<file path="src/rtl/ibex_crypto_ex_unit_pkg.sv">
// Shared types and GF(2^8) helpers for the scalar-crypto EX unit.
package ibex_crypto_ex_unit_pkg;

    typedef enum logic [4:0] {
        SHA256_SIG0    = 5'd0,
        SHA256_SIG1    = 5'd1,
        SHA256_SUM0    = 5'd2,
        SHA256_SUM1    = 5'd3,
        SHA512_SIG0L   = 5'd4,
        SHA512_SIG0H   = 5'd5,
        SHA512_SIG1L   = 5'd6,
        SHA512_SIG1H   = 5'd7,
        SHA512_SUM0R   = 5'd8,
        SHA512_SUM1R   = 5'd9,
        AES32ESI       = 5'd10,
        AES32ESMI      = 5'd11,
        AES32DSI       = 5'd12,
        AES32DSMI      = 5'd13,
        AES_SUBWORD    = 5'd14,
        AES_INVSUBWORD = 5'd15
    } crypto_op_e;

    typedef enum logic [1:0] {
        IDLE = 2'd0,
        CALC = 2'd1,
        DONE = 2'd2
    } crypto_fsm_e;

    // Low byte of the AES field polynomial x^8 + x^4 + x^3 + x + 1.
    localparam logic [7:0] AES_POLY = 8'h1B;

    function automatic logic is_aes_op(crypto_op_e op);
        return op inside {AES32ESI, AES32ESMI, AES32DSI, AES32DSMI,
                          AES_SUBWORD, AES_INVSUBWORD};
    endfunction

    function automatic logic is_inv_op(crypto_op_e op);
        return op inside {AES32DSI, AES32DSMI, AES_INVSUBWORD};
    endfunction

    function automatic logic is_word_op(crypto_op_e op);
        return op inside {AES_SUBWORD, AES_INVSUBWORD};
    endfunction

    function automatic logic [7:0] xtime(logic [7:0] b);
        return {b[6:0], 1'b0} ^ (b[7] ? AES_POLY : 8'h00);
    endfunction

    function automatic logic [7:0] gf_mul(logic [7:0] a, logic [7:0] b);
        logic [7:0] acc;
        logic [7:0] sh;
        acc = 8'h00;
        sh  = a;
        for (int i = 0; i < 8; i++) begin
            if (b[i]) acc = acc ^ sh;
            sh = xtime(sh);
        end
        return acc;
    endfunction

endpackage

</file>
<file path="src/rtl/ibex_crypto_ex_unit_sbox.sv">
// Single-byte AES S-box, forward or inverse, built from GF inversion plus affine map.
module ibex_crypto_ex_unit_sbox
    import ibex_crypto_ex_unit_pkg::*;
#(
    parameter bit EnableInv = 1'b1
) (
    input  logic [7:0] data_i,
    input  logic       inv_i,
    output logic [7:0] data_o
);

    // Multiplicative inverse as x^254 (maps 0 to 0, as AES requires).
    function automatic logic [7:0] gf_inv(logic [7:0] x);
        logic [7:0] p;
        logic [7:0] r;
        p = x;
        r = 8'h01;
        for (int i = 1; i < 8; i++) begin
            p = gf_mul(p, p);
            r = gf_mul(r, p);
        end
        return r;
    endfunction

    function automatic logic [7:0] affine_fwd(logic [7:0] b);
        return b ^ {b[6:0], b[7]} ^ {b[5:0], b[7:6]} ^ {b[4:0], b[7:5]} ^
               {b[3:0], b[7:4]} ^ 8'h63;
    endfunction

    function automatic logic [7:0] affine_inv(logic [7:0] b);
        return {b[6:0], b[7]} ^ {b[4:0], b[7:5]} ^ {b[1:0], b[7:2]} ^ 8'h05;
    endfunction

    // Select forward or inverse substitution; inverse reads as zero when not built.
    always_comb begin
        data_o = 8'h00;
        if (!inv_i) begin
            data_o = affine_fwd(gf_inv(data_i));
        end else if (EnableInv) begin
            data_o = gf_inv(affine_inv(data_i));
        end
    end

endmodule

</file>
<file path="src/rtl/ibex_crypto_ex_unit.sv">
// Scalar-crypto EX unit: single-cycle SHA-2 ops, FSM-sequenced AES ops on a shared S-box bank.
module ibex_crypto_ex_unit
    import ibex_crypto_ex_unit_pkg::*;
#(
    parameter int unsigned SboxLanes    = 1,
    parameter bit          EnableSha512 = 1'b1,
    parameter bit          EnableInvAes = 1'b1
) (
    input  logic        clk_i,
    input  logic        rst_ni,
    input  logic        en_i,
    input  logic        sel_i,
    input  crypto_op_e  op_i,
    input  logic [31:0] operand_a_i,
    input  logic [31:0] operand_b_i,
    input  logic [1:0]  bs_i,
    input  logic        ready_id_i,
    output logic [31:0] result_o,
    output logic        valid_o,
    output logic        busy_o
);

    localparam int unsigned Steps = 4 / SboxLanes;
    localparam int unsigned CntW  = (Steps > 1) ? $clog2(Steps) : 1;
    localparam logic [CntW-1:0] LastCnt = CntW'(Steps - 1);

    crypto_fsm_e     state_q, state_d;
    logic [CntW-1:0] cnt_q, cnt_d;
    logic [31:0]     result_q, result_d;
    crypto_op_e      op_q, op_d;
    logic [31:0]     op_a_q, op_a_d;
    logic [31:0]     op_b_q, op_b_d;
    logic [1:0]      bs_q, bs_d;

    logic [1:0]      lane_idx [SboxLanes];
    logic [7:0]      lane_in  [SboxLanes];
    logic [7:0]      lane_out [SboxLanes];
    logic            lane_inv;

    function automatic logic [31:0] ror(logic [31:0] v, int unsigned n);
        return (v >> n) | (v << (32 - n));
    endfunction

    // SHA-256 sigma/sum and the RV32 split-word SHA-512 forms.
    function automatic logic [31:0] sha_word(crypto_op_e op, logic [31:0] a, logic [31:0] b);
        logic [31:0] r;
        r = 32'h0;
        case (op)
            SHA256_SIG0:  r = ror(a, 7) ^ ror(a, 18) ^ (a >> 3);
            SHA256_SIG1:  r = ror(a, 17) ^ ror(a, 19) ^ (a >> 10);
            SHA256_SUM0:  r = ror(a, 2) ^ ror(a, 13) ^ ror(a, 22);
            SHA256_SUM1:  r = ror(a, 6) ^ ror(a, 11) ^ ror(a, 25);
            SHA512_SIG0L: r = (a >> 1) ^ (a >> 7) ^ (a >> 8) ^ (b << 31) ^ (b << 25) ^ (b << 24);
            SHA512_SIG0H: r = (a >> 1) ^ (a >> 7) ^ (a >> 8) ^ (b << 31) ^ (b << 24);
            SHA512_SIG1L: r = (a << 3) ^ (a >> 6) ^ (a >> 19) ^ (b >> 29) ^ (b << 26) ^ (b << 13);
            SHA512_SIG1H: r = (a << 3) ^ (a >> 6) ^ (a >> 19) ^ (b >> 29) ^ (b << 13);
            SHA512_SUM0R: r = (a << 25) ^ (a << 30) ^ (a >> 28) ^ (b >> 7) ^ (b >> 2) ^ (b << 4);
            SHA512_SUM1R: r = (a << 23) ^ (a >> 14) ^ (a >> 18) ^ (b >> 9) ^ (b << 18) ^ (b << 14);
            default:      r = 32'h0;
        endcase
        if (!EnableSha512 && op inside {SHA512_SIG0L, SHA512_SIG0H, SHA512_SIG1L,
                                        SHA512_SIG1H, SHA512_SUM0R, SHA512_SUM1R}) begin
            r = 32'h0;
        end
        return r;
    endfunction

    // One aes32* step: optional (Inv)MixColumn column, rotate into byte bs, fold into rs1.
    function automatic logic [31:0] aes32_word(crypto_op_e op, logic [7:0] s, logic [1:0] bs,
                                               logic [31:0] rs1);
        logic [31:0] col;
        logic [63:0] dbl;
        case (op)
            AES32ESMI: col = {gf_mul(s, 8'h03), s, s, gf_mul(s, 8'h02)};
            AES32DSMI: col = {gf_mul(s, 8'h0b), gf_mul(s, 8'h0d),
                              gf_mul(s, 8'h09), gf_mul(s, 8'h0e)};
            default:   col = {24'h0, s};
        endcase
        dbl = {col, col} << {bs, 3'b000};
        return rs1 ^ dbl[63:32];
    endfunction

    // Byte routing into the S-box bank: aes32* uses lane 0 on byte bs, SubWord walks upward.
    always_comb begin
        lane_inv = is_inv_op(op_q);
        for (int l = 0; l < SboxLanes; l++) begin
            int idx;
            idx         = int'(cnt_q) * int'(SboxLanes) + l;
            lane_idx[l] = idx[1:0];
            if (l == 0 && !is_word_op(op_q)) begin
                lane_in[l] = op_b_q[{bs_q, 3'b000} +: 8];
            end else begin
                lane_in[l] = op_b_q[{lane_idx[l], 3'b000} +: 8];
            end
        end
    end

    for (genvar l = 0; l < SboxLanes; l++) begin : g_sbox
        ibex_crypto_ex_unit_sbox #(
            .EnableInv(EnableInvAes)
        ) u_sbox (
            .data_i(lane_in[l]),
            .inv_i (lane_inv),
            .data_o(lane_out[l])
        );
    end

    // AES sequencing: latch on start, fill result over CALC, hold in DONE until accepted.
    always_comb begin
        state_d  = state_q;
        cnt_d    = cnt_q;
        result_d = result_q;
        op_d     = op_q;
        op_a_d   = op_a_q;
        op_b_d   = op_b_q;
        bs_d     = bs_q;
        unique case (state_q)
            IDLE: begin
                if (en_i && sel_i && is_aes_op(op_i)) begin
                    op_d     = op_i;
                    op_a_d   = operand_a_i;
                    op_b_d   = operand_b_i;
                    bs_d     = bs_i;
                    cnt_d    = '0;
                    result_d = 32'h0;
                    state_d  = CALC;
                end
            end
            CALC: begin
                if (!sel_i) begin
                    cnt_d    = '0;
                    result_d = 32'h0;
                    state_d  = IDLE;
                end else begin
                    if (is_word_op(op_q)) begin
                        for (int l = 0; l < SboxLanes; l++) begin
                            result_d[{lane_idx[l], 3'b000} +: 8] = lane_out[l];
                        end
                        if (cnt_q == LastCnt) begin
                            cnt_d   = '0;
                            state_d = DONE;
                        end else begin
                            cnt_d = cnt_q + 1'b1;
                        end
                    end else begin
                        result_d = aes32_word(op_q, lane_out[0], bs_q, op_a_q);
                        state_d  = DONE;
                    end
                    // Without the inverse path every decrypt op yields zero, rs1 included.
                    if (lane_inv && !EnableInvAes) result_d = 32'h0;
                end
            end
            DONE: begin
                if (!sel_i || ready_id_i) begin
                    result_d = 32'h0;
                    state_d  = IDLE;
                end
            end
            default: state_d = IDLE;
        endcase
    end

    // State and datapath registers.
    always_ff @(posedge clk_i or negedge rst_ni) begin
        if (!rst_ni) begin
            state_q  <= IDLE;
            cnt_q    <= '0;
            result_q <= 32'h0;
            op_q     <= SHA256_SIG0;
            op_a_q   <= 32'h0;
            op_b_q   <= 32'h0;
            bs_q     <= 2'b00;
        end else begin
            state_q  <= state_d;
            cnt_q    <= cnt_d;
            result_q <= result_d;
            op_q     <= op_d;
            op_a_q   <= op_a_d;
            op_b_q   <= op_b_d;
            bs_q     <= bs_d;
        end
    end

    // Result mux: SHA/illegal ops answer from IDLE, AES from DONE; result zero unless valid.
    always_comb begin
        valid_o  = 1'b0;
        result_o = 32'h0;
        unique case (state_q)
            IDLE: begin
                if (sel_i && !is_aes_op(op_i)) begin
                    valid_o  = 1'b1;
                    result_o = sha_word(op_i, operand_a_i, operand_b_i);
                end
            end
            DONE: begin
                if (sel_i) begin
                    valid_o  = 1'b1;
                    result_o = result_q;
                end
            end
            default: ;
        endcase
    end

    assign busy_o = (state_q != IDLE);

endmodule

</file>
<file path="config.mk">
export PLATFORM = sky130hd
export DESIGN_NAME = ibex_crypto_ex_unit
export DESIGN_NICKNAME = d
export VERILOG_FILES = /design/src/rtl/ibex_crypto_ex_unit_pkg.sv /design/src/rtl/ibex_crypto_ex_unit_sbox.sv /design/src/rtl/ibex_crypto_ex_unit.sv
export SDC_FILE = /design/constraint.sdc
export NUM_CORES = 2
export LEC_CHECK = 0
export BUFFER_PORTS_ARGS = -buffer_cell sky130_fd_sc_hd__buf_2
export CAP_MARGIN = 15
export CORE_UTILIZATION = 50
export CTS_CLUSTER_DIAMETER = 200
export DETAILED_ROUTE_END_ITERATION = 12
export PLACE_DENSITY = 0.66
export SYNTH_ARGS = -nofsm -noshare
export SYNTH_HDL_FRONTEND = slang
export SYNTH_SLANG_ARGS = --single-unit
</file>
<file path="constraint.sdc">
create_clock -name clk_i -period 23.2 [get_ports clk_i]
set_input_delay 0 -clock clk_i [delete_from_list [all_inputs] [get_ports clk_i]]
set_output_delay 0 -clock clk_i [all_outputs]
set_load 0.02 [all_outputs]
</file>
# After elaboration in Yosys (flattened, before gate mapping)
# Index checks and enable logic that the tools add are counted.
# word_totals
register_bits	107
latchBits	0
ramBits	0
mem_bits_ro	0
out_inout_bits	34
word_cells	1183
mem_count	0
# op_classes
addsub	2
mul	0
n_div	0
order_cmp	0
n_eq_ne	27
shifts	5
n_mux	686
n_bitwise	438
n_reduce_logical	18
# op_table
cell	n
$mux W8	459
$xor A8 B8 Y8	378
$mux W5	187
$xor A32 B32 Y32	17
$pmux W32 S10	1
$mux W32	9
$pmux W32 S2	2
$pmux W32 S3	1
$eq A5 B4 Y1 const B	13
$shiftx A32 B6 Y8	2
$shl A64 B5 Y64	1
$bwmux W32	1
$or A10 B32 Y32	1
$or A13 B32 Y32	1
$or A14 B32 Y32	1
$or A15 B32 Y32	1
$or A19 B32 Y32	1
$or A21 B32 Y32	1
$or A25 B32 Y32	1
$or A26 B32 Y32	1
$or A30 B32 Y32	1
$or A7 B32 Y32	1
$shift A8 B7 Y32 const A	1
$shiftx A8 B7 Y32	1
47 further kinds	93

# Depth between registers and ports, before layout
# depth
ltp_word	214
depth_mapped	80
depth_no_buf	65

# Hierarchy
# A second synthesis with hierarchy kept.
# unflattened
hier_cells	5781
hier_area_um2	43892.1
# modules_own_cells
mod	instances	cells_each	area_per_inst_um2
ibex_crypto_ex_unit_sbox	1	4246	30690.7
ibex_crypto_ex_unit	1	1535	13201.4

# Least setup slack after synthesis
# Ideal clock, no wire load.
# synth_path
path_kind	register to register
startpoint	register op_q[1]
endpoint	register result_q[28]
setup_ns	0.087
arrival_time_ns	18.774
setup_slack_ns	4.339
path_stages_with_launch	75
n_path_buf	13
cell_sequence	dfrtp_1 buf_4 and4b_1 buf_6 mux2i_4 mux4_2 nor3_1 or2_1 buf_2 xnor2_1 inv_1 ha_1 clkbuf_1 xnor2_1 xnor2_1 or3_1 and2_1 inv_1 (+39 left out) xnor3_2 xor2_2 xnor3_2 xnor2_1 nor2_1 xnor3_1 xnor3_1 nand2_1 o21a_1 buf_6 xnor2_4 and3_1 or2_1 xor2_1 nor2_1 a2bb2oi_1 or4b_1 o211ai_1
# synth_via
elab_chain_cells	213
# synth_lines
element	line_no	text
from (decl)	ibex_crypto_ex_unit.sv:30	crypto_op_e op_q, op_d;
from (signal assigned)	ibex_crypto_ex_unit.sv:177	op_q <= op_d;
$eq A5 B4 Y1 (on tied branches)	ibex_crypto_ex_unit_pkg.sv:42, ibex_crypto_ex_unit_pkg.sv:38	
$reduce_bool A2 Y1	ibex_crypto_ex_unit_pkg.sv:42	return op inside {AES_SUBWORD, AES_INVSUBWORD};
$mux W8	ibex_crypto_ex_unit.sv:90	if (l == 0 && !is_word_op(op_q)) begin
$mux W8 or $mux W5 (tied branches)	ibex_crypto_ex_unit_pkg.sv:55, ibex_crypto_ex_unit_pkg.sv:46	
$mux W8 or $xor A8 B8 Y8 (tied branches)	ibex_crypto_ex_unit_sbox.sv:37, ibex_crypto_ex_unit_pkg.sv:46	
$xor A8 B8 Y8	ibex_crypto_ex_unit_pkg.sv:55	if (b[i]) acc = acc ^ sh;
$mux W8	ibex_crypto_ex_unit_pkg.sv:55	
$mux W8	ibex_crypto_ex_unit_sbox.sv:37	if (!inv_i) begin
(+197 left out)	-	
$mux W32	ibex_crypto_ex_unit.sv:135	if (is_word_op(op_q)) begin
$mux W32	ibex_crypto_ex_unit.sv:130	if (!sel_i) begin
$mux W32	ibex_crypto_ex_unit.sv:117	unique case (state_q)
$shl A64 B5 Y64	ibex_crypto_ex_unit.sv:79	dbl = {col, col} << {bs, 3'b000};
$xor A32 B32 Y32	ibex_crypto_ex_unit.sv:80	return rs1 ^ dbl[63:32];
$mux W32 *	ibex_crypto_ex_unit.sv:135	
$mux W32 *	ibex_crypto_ex_unit.sv:130	
$pmux W32 S3 *	ibex_crypto_ex_unit.sv:117	
to (signal assigned)	ibex_crypto_ex_unit.sv:176	result_q <= result_d;
to (decl)	ibex_crypto_ex_unit.sv:29	logic [31:0] result_q, result_d;
# Every way passes the cells marked *; elsewhere a longest branch is shown, timed or not. The select of a mux whose other input is x is not followed.
# A chain may end at the register's enable or synchronous reset.

# Final worst setup path
# Ends and elaborated chain as after synthesis.

==> out/metrics.cfg <==
[placed_design]
hpwlAfterDp_um = 109000
gp_congestion = 0.987
portBuffers = 109
placed_cell_area_um2 = 46300

[clock_network]
cts_buffers = 9
root_buffer = clkbuf_16
clk_pin_slew_worst_paths_ns = 0.07
clk_latency_ns = 0.36
htreeDepth = 3
cts_buffer_depth = 2
cts_tree = yes
clock_sinks = 107

[job]
drv_cap = 0

[sta]
setup-tns-final_ns = 0
max_slew.worst_pin.slew_ns = 1.26
finalSetupViolations = 0
hold_viol = 0
maxSlewViolCount = 0
rsz0062_at_grt = no
fmax_mhz = 45.9
hold-worst-slack_ns = 0.0175
relSlewSlack = 0.155
fin_crit_sh = 0.939
finClkSkew_ns = 0.0124
min_period_ns = 21.78

[die]
dieArea_um2 = 91000
row_count = 109
die_w_um = 302
die_y_um = 302
top_level_ports = 110
coreArea_um2 = 88600
start_util = 0.506

[synthesis]
synth_area_um2 = 44900
async_flop_share = 1.00
synth_top_area_share = 0.188
synth_nets = 6049
ys_types = 112
yosysMostFrequentCell = xnor2_1
synth-seq-cells = 107
synth.area.top_cells = xnor2_1, xnor3_1, xor2_1
synth_edf_count = 0
ys_seq_area_frac = 0.0596
yosysTopAreaCell = xnor2_1
ys_warn_count = 0
synthCells = 5955
ys.flop_type = dfrtp_1
synth_top_cells_by_count = xnor2_1, nor2_1, nand2_1
avgSynthCellArea_um2 = 7.54

[drt]
wl_per_cell_um = 22.2
vias = 44200
wirelength_um = 154000
drtPass1Iterations = 6
vias_per_cell = 6.38
drt-initial-drc-count = 5069
drc = 0
postRouteAntennaNets = 0

[critical_path]
path_buf_inv = 7
r2r_slack_ns = 1.42
crit_type = reg -> reg
crit_path_end_kind = register
reg2reg_depth = 62
timing.critical_path.slowest_cell_delay_ns = 0.78
cp.arrival_ns = 22.06
critPathRequiredTime_ns = 23.48
worstReg2RegStart = op_q[1]
r2r-end = result_q[28]
crit_family = XOR/XNOR gates
crit_slowest_cell = mux4_2
path_common_cell = xnor3_1
startpoint_type = register
worstPathMaxFanout = 34

[final_layout]
fillCellCount = 8662
stdcell_area_um2 = 46700
diodes = 0
fin_util = 0.527
syn_to_final_growth_pct = 4.07
nets = 5843
drive_gt1_frac = 0.0986

[hold_path]
min_path_cells = 3
holdCritStartpoint = operand_b_i[28]
hp-class = in -> reg
hold_path_end = op_b_q[28]

[status]
outcome = finished, final reports clean

[grt]
grt_use_met1 = 0.462
grt-busiest-layer = met2
grt_max_degree = 100
grt_pass1_wl_um = 240000
grt_use_total = 0.328
antenna_found_initial = 1
met2_usage = 0.518
grt_pass1_vias = 40600
grt_overflow_total = 0
met3_usage = 0.0393

-- final cells by class --
class,count,area [um2],share of cell area
clock inverters,4,27.5,0.000589
clock buffers,11,243,0.00520
repair buffers,268,1760,0.0376
multi-input cells,5279,40200,0.861
flip-flops and latches,107,2680,0.0573
well taps,1165,1460,0.0312
inverters,84,319,0.00683
-- logic make-up (layout without fill, tap and decap cells) --
group,Yosys count,in the layout,share of synthesized area
fa+ha+maj,18,18,0.00502
compound gates,1384,1384,0.198
buf+inv,569,367,0.0513
xor+xnor,1722,1722,0.435
mux,244,244,0.0602
flops,107,107,0.0596
simple gates,1911,1911,0.191
-- stage by stage --
stage,instances,setup slack (ns)
floorplan,5955,4.34
global placement,6894,0.858
detailed placement,6894,0.635
CTS,6914,0.489
global route,6918,0.0462
finish,6918,1.42
-- layout by cell type, fill, tap and decap left out, types with 41 or more instances in the layout --
| master | n |
|---|---|
| inv_1 | 64 |
| a21oi_1 | 343 |
| nor2_1 | 724 |
| o22ai_1 | 143 |
| o21ai_1 | 60 |
| mux2i_1 | 163 |
| xor2_1 | 404 |
| nand3_1 | 150 |
| buf_4 | 156 |
| nand2_1 | 544 |
| xnor2_1 | 936 |
| nor2b_1 | 41 |
| buf_2 | 107 |
| a22oi_1 | 60 |
| nor4_1 | 43 |
| xnor2_2 | 72 |
| nor3_1 | 134 |
| o21ai_0 | 286 |
| a211oi_1 | 57 |
| o221ai_1 | 42 |
| xnor3_1 | 224 |
| o211ai_1 | 45 |
| and3_1 | 41 |
| a31oi_1 | 57 |
| dfrtp_1 | 107 |
| mux2_2 | 63 |
-- state kept, by name, indices dropped and copies added (netlist names) --
name and cells:
op_a_q 32, op_b_q 32, result_q 32, op_q 5, bs_q 2, cnt_q 2
state_q 2
-- worst min-delay path: cells and delay by family --
kind	cells	cell delay [ns]
buf+inv	1	0.17
simple gates	1	0.08
compound gates	1	0.07
-- worst max path at each step --
stage	startpoint	endpoint	slack, ns	cells after the start
after detailed placement	op_q[1]	result_q[5]	0.64	61
after floorplan	op_q[1]	result_q[28]	4.34	74
final	op_q[1]	result_q[28]	1.42	62
after global placement	op_q[1]	result_q[21]	0.86	58
after global routing	op_q[1]	result_q[5]	0.05	57
after CTS	op_q[1]	result_q[5]	0.49	61
-- what timing repair did --
action / 4_1_cts / 5_1_grt
buffers inserted: 0 / 3
resized for setup: 0 / 14
endpoints found under the setup margin: 0 / 32
hold buffers: 5 / 0
endpoints found under the hold margin: 40 / 0
-- per-layer routing --
layer / vias up / share of wire
met1: 21100 / 0.43
met2: 2321 / 0.45
li1: 20400 / -
met5: - / 0.000058
met4: 2 / 0.034
met3: 356 / 0.089
Power is not shown: default switching activity piles up to over one toggle a cycle in this logic, so the estimate is an artifact.
